<file path="config.mk">
export PLATFORM = sky130hd
export DESIGN_NAME = xrf_retire
export DESIGN_NICKNAME = d
export VERILOG_FILES = /design/src/rtl/xrf_retire.sv
export SDC_FILE = /design/constraint.sdc
export NUM_CORES = 1
export LEC_CHECK = 0
export BUFFER_PORTS_ARGS = -buffer_cell sky130_fd_sc_hd__buf_4
export CORE_AREA = 2 2 234 236
export CTS_CLUSTER_SIZE = 8
export DETAILED_ROUTE_END_ITERATION = 10
export DIE_AREA = 0 0 236 238
export PLACE_DENSITY = 0.53
export SLEW_MARGIN = 5
export SYNTH_ARGS = -nofsm -noshare
export SYNTH_HDL_FRONTEND = slang
export SYNTH_SLANG_ARGS = --single-unit
</file>
<file path="constraint.sdc">
create_clock -name i_clk -period 4.1 [get_ports i_clk]
set_clock_uncertainty 0.2 [all_clocks]
set_input_delay 0 -clock i_clk [delete_from_list [all_inputs] [get_ports i_clk]]
set_output_delay 0 -clock i_clk [all_outputs]
set_load 0.05 [all_outputs]
</file>
<file path="src/rtl/xrf_retire.sv">
// xrf_retire: committed (architectural) rename map with free-list release and flush restore
//
// Ports:
//   i_clk, i_rst_n            clock, asynchronous active-low reset
//   i_cvalid[1:0]             commit slot valid (bit0 older, bit1 younger; 2'b10 is ignored)
//   i_crd0/i_cpd0             slot0 arch destination / new physical destination
//   i_crd1/i_cpd1             slot1 arch destination / new physical destination
//   o_cready                  commits accepted this cycle (IDLE only)
//   i_flush                   single-cycle flush request, starts or restarts a restore pass
//   o_release[PLEN]           registered pulse of superseded physical registers
//   o_rs_valid/arch/preg      restore stream, one committed mapping per cycle (x1..x(XLEN-1))
//   o_restore_done            single-cycle pulse after the last streamed entry
//   o_live[PLEN]              committed-live physical mask, valid with o_restore_done
module xrf_retire #(
   parameter int XLEN   = 32,
   parameter int ROBLEN = 16,
   parameter int PLEN   = XLEN + ROBLEN,
   parameter int XBITS  = $clog2(XLEN),
   parameter int PBITS  = $clog2(PLEN)
) (
   input  logic             i_clk,
   input  logic             i_rst_n,
   input  logic [1:0]       i_cvalid,
   input  logic [XBITS-1:0] i_crd0,
   input  logic [PBITS-1:0] i_cpd0,
   input  logic [XBITS-1:0] i_crd1,
   input  logic [PBITS-1:0] i_cpd1,
   output logic             o_cready,
   input  logic             i_flush,
   output logic [PLEN-1:0]  o_release,
   output logic             o_rs_valid,
   output logic [XBITS-1:0] o_rs_arch,
   output logic [PBITS-1:0] o_rs_preg,
   output logic             o_restore_done,
   output logic [PLEN-1:0]  o_live
);
   typedef enum logic {S_IDLE, S_RESTORE} state_t;
   state_t           r_state, w_nstate;
   logic [PBITS-1:0] r_map [XLEN];
   logic [XBITS-1:0] r_idx;
   logic [PLEN-1:0]  r_release, r_live;
   logic             r_done;
   logic             w_c0, w_c1, w_last;
   logic [PBITS-1:0] w_old0, w_old1;
   logic [PLEN-1:0]  w_rel, w_live_bit;

   // Slot1 only commits alongside slot0; the lone-younger encoding is dropped.
   assign w_c0   = o_cready & i_cvalid[0];
   assign w_c1   = o_cready & i_cvalid[0] & i_cvalid[1];
   assign w_last = r_idx == XBITS'(XLEN - 1);
   // Same-rd pair: slot1 supersedes slot0's new register, not the stale table entry.
   assign w_old0 = r_map[i_crd0];
   assign w_old1 = (w_c0 && i_crd1 == i_crd0) ? i_cpd0 : r_map[i_crd1];
   assign w_rel  = ((w_c0 && i_crd0 != '0 && w_old0 != '0) ? PLEN'(1) << w_old0 : '0) |
                   ((w_c1 && i_crd1 != '0 && w_old1 != '0) ? PLEN'(1) << w_old1 : '0);
   assign w_live_bit = PLEN'(1) << r_map[r_idx];

   assign o_release      = r_release;
   assign o_restore_done = r_done;
   assign o_live         = r_live;
   assign o_rs_arch      = o_rs_valid ? r_idx : '0;
   assign o_rs_preg      = o_rs_valid ? r_map[r_idx] : '0;

   always_ff @(posedge i_clk or negedge i_rst_n)
      if (!i_rst_n) r_state <= S_IDLE;
      else          r_state <= w_nstate;

   // A flush during RESTORE keeps the state and restarts the index, so no done pulse.
   always_comb begin
      w_nstate   = r_state;
      o_cready   = 1'b0;
      o_rs_valid = 1'b0;
      if (r_state == S_IDLE) begin
         o_cready = 1'b1;
         if (i_flush) w_nstate = S_RESTORE;
      end else begin
         o_rs_valid = 1'b1;
         if (!i_flush && w_last) w_nstate = S_IDLE;
      end
   end

   always_ff @(posedge i_clk or negedge i_rst_n)
      if (!i_rst_n) begin
         for (int i = 0; i < XLEN; i++) r_map[i] <= '0;
         r_idx     <= '0;
         r_release <= '0;
         r_live    <= '0;
         r_done    <= 1'b0;
      end else begin
         r_release <= w_rel;
         r_done    <= 1'b0;
         // Slot1 is written last so it wins when both slots target the same register.
         if (w_c0 && i_crd0 != '0) r_map[i_crd0] <= i_cpd0;
         if (w_c1 && i_crd1 != '0) r_map[i_crd1] <= i_cpd1;
         if (i_flush) begin
            r_idx  <= XBITS'(1);
            r_live <= '0;
         end else if (r_state == S_RESTORE) begin
            r_idx  <= r_idx + XBITS'(1);
            r_live <= r_live | w_live_bit | (w_last ? PLEN'(1) : '0);
            r_done <= w_last;
         end
      end
endmodule

</file>
==> results of run 1 <==
metal layers:
metal	vias up	wire length [um]	global-route usage
li1	6671	-	-
met1	7753	29200	0.333
met2	800	31900	0.391
met3	171	5650	0.0457
met4	0	3150	0.104
met5	-	0	0
sequential cells by signal, indices dropped and copies added, names as in the netlist:
signal          flops
r_state             1
r_map             192
o_restore_done      1
o_live             48
r_idx               5
o_release          48
area by class of cell:
class                           count  area, um^2  share of cell area
Multi-Input combinational cell   1232       10300               0.472
Sequential cell                   295        7380               0.340
Timing Repair Buffer              227        1860              0.0857
Clock buffer                       49        1130              0.0520
Tap cell                          696         871              0.0401
Inverter                           48         180             0.00829
Clock inverter                      3        55.1             0.00253
synthesized netlist by cell type (all sizes together), types with 8 or more instances:
cell / number / area share
o31ai: 43 / 0.017
dfrtp: 295 / 0.40
buf: 64 / 0.018
mux2i: 206 / 0.11
nand4bb: 13 / 0.0079
nor2b: 14 / 0.0047
and3: 8 / 0.0027
nor3: 14 / 0.0038
o41ai: 8 / 0.0038
o21ai: 69 / 0.019
mux4: 143 / 0.17
nand2: 167 / 0.034
nand2b: 23 / 0.0082
a21oi: 159 / 0.043
o32ai: 9 / 0.0042
mux2: 13 / 0.0081
clkbuf: 118 / 0.024
and2: 15 / 0.0051
nand3: 19 / 0.0051
or4: 8 / 0.0032
inv: 46 / 0.0093
nor2: 153 / 0.031
or4b: 16 / 0.0086
a22oi: 33 / 0.013
worst min path at each step:
stage,cells past startpoint,to
after CTS,6,o_release[40]
after detailed placement,1,o_live[10]
final,6,o_release[40]
after floorplan,0,o_live[0]
after global routing,6,o_release[40]
after global placement,1,o_live[14]
through the flow:
stage           util  hold WS, ps  power (W)  cells
6_report       0.406         28.9    0.00723   2550
5_1_grt        0.406         23.0    0.00749   2550
4_1_cts        0.406         6.44    0.00729   2550
3_5_place_dp   0.379        -73.5    0.00397   2470
3_3_place_gp   0.379        -80.3    0.00396   2470
2_1_floorplan      -         -496    0.00361   1757
logic make-up (layout without fill, tap and decap cells):
| group | Yosys count | in the layout | share of synthesized area |
|---|---|---|---|
| fa+ha+maj | 2 | 2 | 0.00135 |
| compound gates | 370 | 370 | 0.123 |
| other cells | 1 | 1 | 0.000202 |
| xor+xnor | 7 | 7 | 0.00330 |
| buf+inv | 230 | 327 | 0.0515 |
| flops | 295 | 295 | 0.397 |
| simple gates | 490 | 490 | 0.130 |
| mux | 362 | 362 | 0.294 |
worst min-delay path, stage by stage:
cell and delay [ps]:
buf_4 120, nand2b_1 240, a21o_1 200, a211oi_1 70
inv_1 60, o32ai_1 60
power groups by stage:
stage	Sequential, W	Clock (W)	Combinational [W]
2_1_floorplan	0.00307	0	0.000535
3_3_place_gp	0.00309	0	0.000866
3_5_place_dp	0.00309	0	0.000875
4_1_cts	0.00305	0.00335	0.000898
5_1_grt	0.00305	0.00348	0.000954
6_report	0.00305	0.00328	0.000903
==> flow_metrics.env, run 1 <==
export IMPL_drt_first_iter_violations=1714
export IMPL_ys_ff_latch=295
export IMPL_cp_top_family="multiplexers"
export IMPL_avgRoutedWirePerCell_um=27.4
export IMPL_row_count=85
export IMPL_syn_cell_area_mm2=0.0186
export IMPL_grt_overflow_total=0
export IMPL_total_leakage_power_nw=9.79
export IMPL_setup_worst_path_start_class="flop"
export IMPL_required_ps=4380
export IMPL_wire_length_of_the_first_global_routing_pass_um=103000
export IMPL_p_sw_w=0.00197
export IMPL_max_slew_margin=0.154
export IMPL_placedInstanceArea_mm2=0.0203
export IMPL_synth_async_reset_ratio=1.00
export IMPL_critical_path_slowest_cell="mux4_1"
export IMPL_max_stage_delay_on_crit_path_ps=600
export IMPL_status="complete, no violations"
export IMPL_detail_route_vias_per_cell=6.04
export IMPL_layout_cells_most_common_list="293 x dfrtp_1, 206 x mux2i_1, 193 x buf_4"
export IMPL_endpoint_kind="flop"
export IMPL_ir_worst_vdd_mv=0.226
export IMPL_diodes=0
export IMPL_initial_core_utilization=0.347
export IMPL_setup_viol=0
export IMPL_design_area_mm2=0.0217
export IMPL_clkTransAtPathRegs_ps=50
export IMPL_cts_num_sinks=295
export IMPL_fillCellCount=5159
export IMPL_cts_tree="done"
export IMPL_postCtsResizedCells=0
export IMPL_crit_type="flop to flop"
export IMPL_htree_num_levels=2
export IMPL_cts_hold_buf=28
export IMPL_grt_start_max_net_pins=100
export IMPL_min_from="i_cvalid[0]"
export IMPL_comb_power_share=0.125
export IMPL_finalWeightedCongestion=0.986
export IMPL_layout_setup_ws_ps=484
export IMPL_core_area_mm2=0.0535
export IMPL_grt_util_all_layers=0.247
export IMPL_average_footprint_of_a_synthesized_cell_um2=10.6
export IMPL_dieWidth_um=236
export IMPL_clockRootBuffer="clkbuf_16"
export IMPL_worst_r2r_startpoint="r_idx[0]"
export IMPL_max_freq_mhz=277
export IMPL_hpwlAfterDp_um=48500
export IMPL_route_antenna_remaining_nets=0
export IMPL_pre_cts_ws_ps=319
export IMPL_detailroute_via_count=15395
export IMPL_cp_max_fo=32
export IMPL_max_slew_worst_pin_slew_ps=1260
export IMPL_hold_viol=0
export IMPL_unrepaired_setup_endpoints_after_global_routing="no"
export IMPL_crit_chain="buf_12, mux4_1, mux4_2, mux2_2, nand2b_1, or4b_1, a21oi_1"
export IMPL_synth_edf_count=0
export IMPL_post_cts_setup_buffers=0
export IMPL_synthDistinctLibCells=72
export IMPL_p_clk_frac=0.453
export IMPL_layout_nets=1876
export IMPL_most_used_flip_flop_cell_after_synthesis="dfrtp_1"
export IMPL_syn_nets=1786
export IMPL_worstSkewPairLatency_ps=570
export IMPL_antenna_found_initial=0
export IMPL_finalWirelength_um=69900
export IMPL_timing_hold_worst_class="input pin to flop"
export IMPL_layout_commonest_cell="dfrtp_1"
export IMPL_clk_path_buf_depth=3
export IMPL_total_die_area_mm2=0.0562
export IMPL_totalNegativeSetupSlack_ps=0
export IMPL_critPathCapture="o_live[2]"
export IMPL_die_h_um=238
export IMPL_worstReg2RegEnd="o_live[2]"
export IMPL_cp_startpoint="r_idx[0]"
export IMPL_cts_buffers=43
export IMPL_cell_internal_pwr_w=0.00526
export IMPL_top_level_ports=137
export IMPL_placement_io_buffers=136
export IMPL_drive_above_1_share=0.220
export IMPL_maxCapViolCount=0
export IMPL_post_route_min_period_ps=3620
export IMPL_worstSetupPathDepth=7
export IMPL_power_per_cell_area_mw_per_mm2=333
export IMPL_number_of_iterations_in_the_first_detailed_routing_pass=5
export IMPL_synth_sequential_area_ratio=0.397
export IMPL_flow_area_growth_from_synthesis_pct=17.0
export IMPL_switching_part_of_the_total=0.272
export IMPL_reg2reg_depth=7
export IMPL_syn_instance_count=1757
export IMPL_drc=0
export IMPL_timing_reg2reg_setup_slack_ps=480
export IMPL_timing_max_transition_violations_final=0
export IMPL_post_route_period_util=0.882
export IMPL_first_global_vias=14904
export IMPL_worst_endpoint_arrival_ps=3900
export IMPL_critical_path_buf_inv_count=1
export IMPL_seq_power_share=0.422
export IMPL_total_number_of_yosys_warnings=0
(Power assumes the default switching activity.)
==> run 2, diff against run 1 <==
RECOVER_POWER = 25   (was default)
==> run 2 against run 1 <==
Compared with the run above: the run now ends with capacitance limit, slew limit left; hold slack worse by 13 ps; cell count unchanged; combinational power down 1%; critical path depth is the same; count of clock-buffer cells in the layout did not move; critical endpoint is now r_map[43]; highest routed layer unchanged.
==> flow_metrics.env, run 2 (same netlist as run 1, synthesis figures left out) <==
export IMPL_status="finished, violations left"
export IMPL_violated_checks="capacitance limit, slew limit"
export IMPL_placement_io_buffers=136
export IMPL_power_per_cell_area_mw_per_mm2=337
export IMPL_hpwlAfterDp_um=48500
export IMPL_grt_start_max_net_pins=100
export IMPL_grt_overflow_total=0
export IMPL_crit_type="flop to flop"
export IMPL_diodes=0
export IMPL_detailroute_via_count=15309
export IMPL_min_from="i_cvalid[0]"
export IMPL_clockRootBuffer="clkbuf_16"
export IMPL_die_h_um=238
export IMPL_drt_first_iter_violations=1794
export IMPL_fillCellCount=5241
export IMPL_core_area_mm2=0.0535
export IMPL_cp_max_fo=19
export IMPL_post_cts_setup_buffers=0
export IMPL_flow_area_growth_from_synthesis_pct=15.4
export IMPL_setup_viol=0
export IMPL_clkTransAtPathRegs_ps=50
export IMPL_layout_cells_most_common_list="293 x dfrtp_1, 206 x mux2i_1, 167 x nand2_1"
export IMPL_route_antenna_remaining_nets=0
export IMPL_largest_register="r_map"
export IMPL_sequential_cell_area_mm2=0.00738
export IMPL_cp_startpoint="r_state"
export IMPL_hold_viol=0
export IMPL_endpoint_kind="flop"
export IMPL_htree_num_levels=2
export IMPL_maxCapViolCount=2
export IMPL_post_route_period_util=0.925
export IMPL_initial_core_utilization=0.347
export IMPL_timing_max_transition_violations_final=199
export IMPL_max_slew_margin=-0.519
export IMPL_top_level_ports=137
export IMPL_cts_tree="done"
export IMPL_unrepaired_setup_endpoints_after_global_routing="no"
export IMPL_row_count=85
export IMPL_antenna_found_initial=1
export IMPL_worstSkewPairLatency_ps=570
export IMPL_layout_nets=1876
export IMPL_number_of_iterations_in_the_first_detailed_routing_pass=5
export IMPL_multi_input_gate_area_in_the_final_layout_mm2=0.0103
export IMPL_setup_worst_path_start_class="flop"
export IMPL_finalWeightedCongestion=0.986
export IMPL_first_global_vias=14904
export IMPL_ir_worst_vdd_mv=0.226
export IMPL_hold_worst_slack_ps=16.3
export IMPL_final_util=0.401
export IMPL_largest_register_ff_count=192
export IMPL_totalNegativeSetupSlack_ps=0
export IMPL_worst_r2r_startpoint="r_state"
export IMPL_clk_path_buf_depth=3
export IMPL_wire_length_of_the_first_global_routing_pass_um=103000
export IMPL_placedInstanceArea_mm2=0.0203
export IMPL_cts_num_sinks=295
export IMPL_cts_buffers=43
export IMPL_grt_util_all_layers=0.247
export IMPL_avgRoutedWirePerCell_um=27.4
export IMPL_drive_above_1_share=0.182
export IMPL_total_die_area_mm2=0.0562
export IMPL_finalPower_w=0.00722
export IMPL_dieWidth_um=236
export IMPL_design_area_mm2=0.0214
export IMPL_drc=0
export IMPL_layout_commonest_cell="dfrtp_1"
export IMPL_timing_hold_worst_class="input pin to flop"
export IMPL_finalWirelength_um=69800
export IMPL_max_freq_mhz=264
export IMPL_post_route_min_period_ps=3790
export IMPL_total_leakage_power_nw=9.48
export IMPL_detail_route_vias_per_cell=6.00
export IMPL_required_ps=4340
export IMPL_max_slew_worst_pin_slew_ps=2280
export IMPL_worst_endpoint_arrival_ps=4030
-- run 2: changes by cell type in the layout (fill, tap and decap cells not counted) --
cell	previous run	this run
buf_12	5	3
buf_8	1	0
buf_4	193	124
buf_2	0	2
clkbuf_1	4	74
-- run 2: where the power goes --
group | switching (W) | internal (W)
clock | 0.00130 | 0.00198
combinational | 0.000584 | 0.000310
sequential | 0.0000808 | 0.00297
total | 0.00197 | 0.00526
-- run 2: cell type report --
cell class                 count  area share
tap                          696      0.0406
multi-input combinational   1232       0.478
clock buffer                  49      0.0527
inverter                      48     0.00840
clock inverter                 3     0.00257
sequential                   295       0.344
timing repair buffer         227      0.0728
-- run 2: path summary, 6_finish.rpt --
check,to,depth (start not counted),slack [ps]
max,r_map[43],7,310
min,o_release[40],6,20
max reg2reg,r_map[43],7,310
min reg2reg,r_map[186],0,220
max in group asynchronous,r_map[81],4,720
min in group asynchronous,o_live[10],4,790
-- run 2: critical path: stages (launching register included) --
cell           delay (ps)
dfrtp_1               370
clkbuf_1              370
nand2b_1              420
nor3_2                910
nand2_1               480
mux2i_1               260
o21ai_0                90
dlygate4sd3_1         560
-- run 2: stage by stage --
| step | setup WS [ps] | std cells |
|---|---|---|
| global placement | 414 | 2470 |
| finish | 307 | 2550 |
| global route | 200 | 2550 |
| floorplan | 718 | 1757 |
| CTS | 503 | 2550 |
| detailed placement | 319 | 2470 |
-- run 2: metal layers --
layer | wire (um) | GRT usage
met5 | 0 | 0
met4 | 3270 | 0.104
met3 | 5650 | 0.0457
met2 | 31900 | 0.391
met1 | 29000 | 0.333
-- run 2: timing repair --
action	4_1_cts	5_1_grt
endpoints found under the setup margin	0	0
hold endpoints to repair	443	0
hold buffers	28	0
gates resized for setup	0	0
